<file path="config.mk">
export PLATFORM = sky130hd
export DESIGN_NAME = arc4_phase_ctrl
export DESIGN_NICKNAME = d
export VERILOG_FILES = /design/src/rtl/arc4_phase_ctrl.sv
export SDC_FILE = /design/constraint.sdc
export NUM_CORES = 1
export LEC_CHECK = 0
export CORE_ASPECT_RATIO = 1.2
export CORE_MARGIN = 1.5
export CORE_UTILIZATION = 38
export DETAILED_ROUTE_END_ITERATION = 8
export PLACE_DENSITY_LB_ADDON = 0.08
export SYNTH_ARGS = -nofsm -noshare
export SYNTH_HDL_FRONTEND = slang
export SYNTH_SLANG_ARGS = --single-unit
</file>
<file path="constraint.sdc">
create_clock -name clk -period 2.3 [get_ports clk]
set_input_delay 0.46 -clock clk [delete_from_list [all_inputs] [get_ports clk]]
set_output_delay 0.46 -clock clk [all_outputs]
set_load 0.01 [all_outputs]
</file>
<file path="src/rtl/arc4_phase_ctrl.sv">
// -----------------------------------------------------------------------------
// arc4_phase_ctrl
//   Top-level sequencer for the ARC4 decrypter. A single accepted start
//   request runs three sub-blocks in a fixed order: init (S[i]=i), then ksa,
//   then prga. The controller owns the single-port S memory and routes that
//   port to whichever sub-block is in its phase. Each phase has a watchdog.
//   A write attempt by a client that does not own the memory raises a sticky
//   error flag.
//
// Ports
//   clk, rst_n            clock; asynchronous active-low reset
//   en / rdy              start request / controller idle (en honoured only
//                         while rdy=1)
//   phase                 0=idle 1=init 2=ksa 3=prga
//   err                   sticky error (protocol violation or watchdog),
//                         cleared by reset or by an accepted en
//   init_en/ksa_en/prga_en       one-cycle start pulse to each sub-block
//   init_rdy/ksa_rdy/prga_rdy    sub-block idle
//   <client>_addr/_wrdata/_wren  client memory requests
//   s_addr/s_wrdata/s_wren       muxed S-memory port
// -----------------------------------------------------------------------------
module arc4_phase_ctrl #(
  parameter int TIMEOUT_CYCLES = 4095,
  parameter int ADDR_W         = 8,
  parameter int DATA_W         = 8
) (
  input  logic              clk,
  input  logic              rst_n,
  input  logic              en,
  output logic              rdy,
  output logic [1:0]        phase,
  output logic              err,
  output logic              init_en,
  output logic              ksa_en,
  output logic              prga_en,
  input  logic              init_rdy,
  input  logic              ksa_rdy,
  input  logic              prga_rdy,
  input  logic [ADDR_W-1:0] init_addr,
  input  logic [ADDR_W-1:0] ksa_addr,
  input  logic [ADDR_W-1:0] prga_addr,
  input  logic [DATA_W-1:0] init_wrdata,
  input  logic [DATA_W-1:0] ksa_wrdata,
  input  logic [DATA_W-1:0] prga_wrdata,
  input  logic              init_wren,
  input  logic              ksa_wren,
  input  logic              prga_wren,
  output logic [ADDR_W-1:0] s_addr,
  output logic [DATA_W-1:0] s_wrdata,
  output logic              s_wren
);

  typedef enum logic [2:0] {
    S_IDLE,
    S_INIT_START,
    S_INIT_WAIT,
    S_KSA_START,
    S_KSA_WAIT,
    S_PRGA_START,
    S_PRGA_WAIT
  } state_t;

  // Counter only has to reach TIMEOUT_CYCLES-1; keep at least one bit.
  localparam int WD_W = (TIMEOUT_CYCLES < 2) ? 1 : $clog2(TIMEOUT_CYCLES);
  localparam logic [WD_W-1:0] WD_LAST =
    (TIMEOUT_CYCLES < 1) ? '0 : WD_W'(TIMEOUT_CYCLES - 1);

  state_t            r_state;
  state_t            w_next;
  logic              r_seen_low;
  logic [WD_W-1:0]   r_wd_cnt;
  logic              r_err;

  logic              w_in_wait;
  logic              w_cur_rdy;
  logic              w_done;
  logic              w_timeout;
  logic              w_accept;
  logic              w_wait_entry;
  logic              w_own_init;
  logic              w_own_ksa;
  logic              w_own_prga;
  logic              w_proto;

  // Which sub-block the current WAIT state is watching.
  always_comb begin
    w_in_wait = 1'b0;
    w_cur_rdy = 1'b0;
    case (r_state)
      S_INIT_WAIT: begin w_in_wait = 1'b1; w_cur_rdy = init_rdy; end
      S_KSA_WAIT:  begin w_in_wait = 1'b1; w_cur_rdy = ksa_rdy;  end
      S_PRGA_WAIT: begin w_in_wait = 1'b1; w_cur_rdy = prga_rdy; end
      default:     begin w_in_wait = 1'b0; w_cur_rdy = 1'b0;     end
    endcase
  end

  // A sub-block that is still showing rdy=1 right after its en has not
  // started yet; only a rising rdy after a low one means it finished.
  assign w_done    = w_in_wait && w_cur_rdy && r_seen_low;
  // Completion in the same cycle as expiry wins.
  assign w_timeout = (TIMEOUT_CYCLES != 0) && w_in_wait && !w_done &&
                     (r_wd_cnt == WD_LAST);
  assign w_accept  = (r_state == S_IDLE) && en;
  // The en pulse is exactly the START->WAIT transition.
  assign w_wait_entry = init_en | ksa_en | prga_en;

  assign w_proto = (init_wren & ~w_own_init) |
                   (ksa_wren  & ~w_own_ksa)  |
                   (prga_wren & ~w_own_prga);

  // State register
  always_ff @(posedge clk or negedge rst_n) begin
    if (!rst_n) begin
      r_state <= S_IDLE;
    end else begin
      r_state <= w_next;
    end
  end

  // Next-state logic
  always_comb begin
    w_next = r_state;
    case (r_state)
      S_IDLE:       if (en) w_next = S_INIT_START;
      S_INIT_START: if (init_rdy) w_next = S_INIT_WAIT;
      S_INIT_WAIT: begin
        if (w_done)         w_next = S_KSA_START;
        else if (w_timeout) w_next = S_IDLE;
      end
      S_KSA_START:  if (ksa_rdy) w_next = S_KSA_WAIT;
      S_KSA_WAIT: begin
        if (w_done)         w_next = S_PRGA_START;
        else if (w_timeout) w_next = S_IDLE;
      end
      S_PRGA_START: if (prga_rdy) w_next = S_PRGA_WAIT;
      S_PRGA_WAIT: begin
        if (w_done || w_timeout) w_next = S_IDLE;
      end
      default:      w_next = S_IDLE;
    endcase
  end

  // Outputs and memory mux, all decoded from the current state
  always_comb begin
    rdy        = 1'b0;
    phase      = 2'd0;
    init_en    = 1'b0;
    ksa_en     = 1'b0;
    prga_en    = 1'b0;
    s_addr     = '0;
    s_wrdata   = '0;
    s_wren     = 1'b0;
    w_own_init = 1'b0;
    w_own_ksa  = 1'b0;
    w_own_prga = 1'b0;
    case (r_state)
      S_IDLE: rdy = 1'b1;
      S_INIT_START, S_INIT_WAIT: begin
        phase      = 2'd1;
        w_own_init = 1'b1;
        init_en    = (r_state == S_INIT_START) && init_rdy;
        s_addr     = init_addr;
        s_wrdata   = init_wrdata;
        s_wren     = init_wren;
      end
      S_KSA_START, S_KSA_WAIT: begin
        phase      = 2'd2;
        w_own_ksa  = 1'b1;
        ksa_en     = (r_state == S_KSA_START) && ksa_rdy;
        s_addr     = ksa_addr;
        s_wrdata   = ksa_wrdata;
        s_wren     = ksa_wren;
      end
      S_PRGA_START, S_PRGA_WAIT: begin
        phase      = 2'd3;
        w_own_prga = 1'b1;
        prga_en    = (r_state == S_PRGA_START) && prga_rdy;
        s_addr     = prga_addr;
        s_wrdata   = prga_wrdata;
        s_wren     = prga_wren;
      end
      default: rdy = 1'b0;
    endcase
  end

  // Completion tracking, watchdog and sticky error
  always_ff @(posedge clk or negedge rst_n) begin
    if (!rst_n) begin
      r_seen_low <= 1'b0;
      r_wd_cnt   <= '0;
      r_err      <= 1'b0;
    end else begin
      if (w_wait_entry) begin
        r_seen_low <= 1'b0;
        r_wd_cnt   <= '0;
      end else if (w_in_wait) begin
        r_seen_low <= r_seen_low | ~w_cur_rdy;
        r_wd_cnt   <= r_wd_cnt + WD_W'(1);
      end
      // A violation in the accepting cycle itself still registers.
      r_err <= (w_accept ? 1'b0 : r_err) | w_proto | w_timeout;
    end
  end

  assign err = r_err;

endmodule

</file>
* Word-level counts from Yosys, hierarchy flattened
Cells that the tools add are included.
** Operators by class
- Add/subtract/negate cells :: 1
- Eq/ne operators :: 12
- Muxes and demuxes :: 27
- Bitwise logic cells :: 14
- Reductions and logical operators :: 17
** Operators with widths (count)
- one-hot mux 8 bit (3 select lines) :: 2
- 2-to-1 mux 12 bit :: 2
- 2-to-1 mux 3 bit :: 8
- one-hot mux 3 bit (7 select lines) :: 1
- adder 12 x 1 -> 12 bit, second input constant :: 1
- equality test 12 bit, second input constant :: 1
- 2-to-1 mux 1 bit :: 11
- inequality test 2 bit, second input constant :: 5
- equality test 3 bit, second input constant :: 3
- logical AND 1 bit :: 8
- OR 1 bit :: 7
- equality test 3 x 2 -> 1 bit, second input constant :: 2
- one-hot mux 1 bit (3 select lines) :: 2
- one-hot mux 2 bit (3 select lines) :: 1
- OR reduction 2 bit :: 3
- AND reduction 5 bit :: 1
- inverter 1 bit :: 4
- bitwise AND 1 bit :: 3
- equality test 3 x 1 -> 1 bit, second input constant :: 1
- logical NOT 3 bit :: 1
- OR reduction 3 bit :: 1
- nonzero test 2 bit :: 1
- logical NOT 1 bit :: 1
- logical OR 1 bit :: 1
** Storage, ports and cells
- Register bits :: 17
- Input bits :: 57
- Output and inout port bits :: 24
- Logic and storage cells :: 75

* Logic depth before layout (Yosys ltp)
- Word-level depth :: 11
- Mapped depth :: 11
- Depth with buffers taken out :: 8

* Least setup slack after synthesis
Ideal clock, no wire load.
- Kind :: flip-flop to output port
- Start point :: reg r_state[0]
- End point :: out s_addr[0]
- Arrival :: 1.659 ns
- Data required time :: 1.840 ns
- Slack :: 0.181 ns
- Stages on the path, launching flop included :: 9
- Path buffers :: 2
- Cells stage by stage :: dfrtp_1 > inv_1 > ha_1 > nor2_1 > nor2b_1 > clkbuf_1 > clkbuf_1 > a22oi_1 > nand2_1
** Between the ends
- Word-level cells in the longest chain between the ends :: 3
** RTL lines
- from (decl) :: RTL line 68 : state_t r_state;
- from (signal assigned) :: RTL line 116 : r_state <= w_next;
- equality test 3 bit, or another cell as far along :: RTL line 156 : case (r_state)
- OR reduction 2 bit :: RTL line 156
- one-hot mux 8 bit (3 select lines) (*) :: RTL line 156
- to (decl) :: RTL line 48 : output logic [ADDR_W-1:0] s_addr,
Mark *: on every way between the ends. The rest lies on a longest branch, timed or not.

* Final worst setup path
- Start point :: reg r_state[1]
- End point :: out s_addr[0]
The elaborated chain is that of the path after synthesis.

==> impl_metrics.ini <==
[layout]
layout.cells.most_common = clkdlybuf4s50_1
syn_to_final_growth_pct = 71.65
layout_common_cells = 58 x clkdlybuf4s50_1, 42 x nand2_1, 17 x dfrtp_1
final_cells = 308
insertedDiodeCount = 0
layout.nets = 333
layout-drive-gt1-share_pct = 21.93

[routing]
drtAntennaViolNets = 0
route.detailed.drc = 0
via_per_inst = 5.247
dr.pass1.iters = 4
wl_per_cell_um = 15.34
vias = 1616
wl_mm = 4.726
drtIter0Drc = 31

[critical_path]
worstPathRequired_ns = 1.84
crit_buf_inv = 3
cp_cell_sequence = buf_4, ha_2, nor2b_4, a21o_1, buf_12, nand2_1, nand2_1, clkdlybuf4s15_1
critPathMostFrequentCell = nand2_1
cp-end-kind = primary output
crit_family = buffers and inverters
crit_type = flop to primary output
worstPathArrival_ns = 1.83
crit_slowest_cell = dfrtp_1
start_kind = flop
cp_max_fo = 9
max_stage_delay_ns = 0.41

[sta]
fmax_mhz = 436.1
setup_viol_count_final = 0
setup_ws_ns = 0.006889
drv_slew = 0
min_period_over_period_pct = 99.70
worst_pin_slew_ns = 0.4946
rsz0062_at_grt = true
post-route-min-period_ns = 2.293
whs_ns = 0.5251
hold_viol_final = 0
max_slew_margin_pct = 67.03
clock_skew_ns = 0.0006561
final.setup.tns_ns = 0

[synth]
syn_area_um2 = 1421
syn_nets = 243
synth_warnings = 0
syn_avg_cell_area_um2 = 7.896
synth_top_area_cell = dfrtp_1
synth_top_cell_area_share_pct = 29.93
syn-instance-count = 180
synth-seq-area-share_pct = 29.93
synth_seq_cells = 17
synth.area.top_cells = dfrtp_1 30%, nand2_1 11%, a22oi_1 9.5%, ha_1 5.3%, xor2_1 4.3%
netlist-cell-type-count = 33

[place]
gp_congestion = 0.8271
place_inst = 301
pre_cts_slack_ns = -0.6919
portBuffers = 80
dp.final_hpwl_mm = 3.498

[global_route]
grt_pass1_wl_mm = 7.327
overflow = 0
grtUsageTotal_pct = 22.51
grt_pass1_vias = 1623
antenna_found_initial = 0
grt_start_max_net_pins = 18

[cts]
clk_pin_slew_ns = 0.06
cts_root_buf = clkbuf_8
tritoncts = done
cts_buffers = 3
htreeDepth = 1
clk-insertion-delay-late_ns = 0.25
cts_num_sinks = 17
cts_hold_buf = 0
clk_path_buf_depth = 2

[floorplanning]
die_y_um = 70.00
design.die.area_um2 = 4118
die_x_um = 58.83
ios = 81
rows = 24
initial_core_util_pct = 39.44
core_um2 = 3603

[power_and_ir_drop]
peakVddDrop_v = 0.0006281
power.density_cell_area_nw_per_um2 = 1143
p_leak_nw = 1.165
p_total_mw = 2.788

[outcome]
status = complete, no violations

[run]
cap_violations = 0

[worst_hold_path]
holdCritPathClass = input port to async pin
==> flip-flops by register name (all words and copies together), names as in the netlist <==
name,count
r_wd_cnt,12
r_state,3
err,1
r_seen_low,1
==> layout make-up <==
cell class | instances | area (um2)
Multi-Input combinational cell | 147 | 989.7
Timing Repair Buffer | 96 | 912.1
Clock buffer | 4 | 45.04
Sequential cell | 17 | 425.4
Tap cell | 39 | 48.80
Inverter | 5 | 18.77
Fill cell | 314 | 1164
==> cells by family after synthesis <==
group	Yosys count	synth area share, %
AND/OR/NAND/NOR	85	28.87
AO/OA/AOI/OAI	45	21.30
flip-flops	17	29.93
buffers and inverters	16	6.866
XOR/XNOR	8	4.930
adder cells (fa/ha/maj)	6	5.282
multiplexers	3	2.817
==> stage by stage <==
| stage | cell area, um2 | util, % |
|---|---|---|
| after detailed placement | 2302 | 63.89 |
| final | 2440 | 67.71 |
| after CTS | 2422 | 67.22 |
| after floorplan | 1421 | - |
| after global routing | 2440 | 67.71 |
| after global placement | 2302 | 63.89 |
==> path summary, 6_finish.rpt <==
kind                                         start                      end  cells after the start  slack [ns]
setup / recovery            r_state[1]$_DFFE_PN0P_                s_addr[0]                      8       0.007
hold / removal                               rst_n   r_seen_low$_DFFE_PN0P_                      2        0.53
setup reg to reg            r_state[0]$_DFFE_PN0P_   r_state[0]$_DFFE_PN0P_                     10        0.11
hold reg to reg            r_wd_cnt[3]$_DFFE_PN0P_  r_wd_cnt[3]$_DFFE_PN0P_                      2        0.55
max in group asynchronous                    rst_n   r_state[0]$_DFFE_PN0P_                      2        1.59
min in group clk           r_wd_cnt[3]$_DFFE_PN0P_  r_wd_cnt[3]$_DFFE_PN0P_                      2        0.55
==> where the power goes <==
group | internal [mW] | switching, mW | total, mW
clock | 0.123 | 0.102 | 0.225
combinational | 1.04 | 1.07 | 2.11
sequential | 0.367 | 0.0841 | 0.451
total | 1.53 | 1.25 | 2.79
==> per-layer routing <==
metal  track usage, %  vias to the layer above  share of wire (%)
met2            40.00                       51                 53
li1                 -                      811                  -
met4            5.303                        0                1.1
met1            27.05                      750                 41
met5                0                        -                  0
met3            4.444                        4                4.8
==> Yosys cell counts, drive strengths merged <==
library cell and count:
inv 5, a21boi 1, nor2 13, or3 4
and3 3, xnor2 1, nor2b 4, ha 6
and2 1, nand4 5, a21oi 6, o21ai 9
a22oi 18, a41oi 2, and4 2, a31oi 2
nand2b 3, nand2 43, buf 5, or2b 1
mux2i 1, nand3 6, o22ai 2, xor2 7
a211oi 1, mux2 2, a21o 3, a221oi 1
clkbuf 6, dfrtp 17
==> what timing repair did <==
| action | CTS | global route |
|---|---|---|
| gates cloned | 0 | 1 |
| setup endpoints to repair | 20 | 23 |
| hold endpoints to repair | 0 | 0 |
| pin swaps | 2 | 2 |
| gates resized for setup | 53 | 36 |
| setup buffers | 2 | 0 |
==> worst register-to-register path, delay by kind of cell, from the launching register on <==
| kind | cells | cell delay, ns |
|---|---|---|
| AOI/OAI and AO/OA | 2 | 0.39 |
| adders and majority gates | 1 | 0.22 |
| buffers and inverters | 3 | 0.38 |
| DFF | 1 | 0.39 |
| muxes | 2 | 0.38 |
| and+or+nand+nor | 2 | 0.30 |
Note: power is estimated with default switching activity, not from simulation.
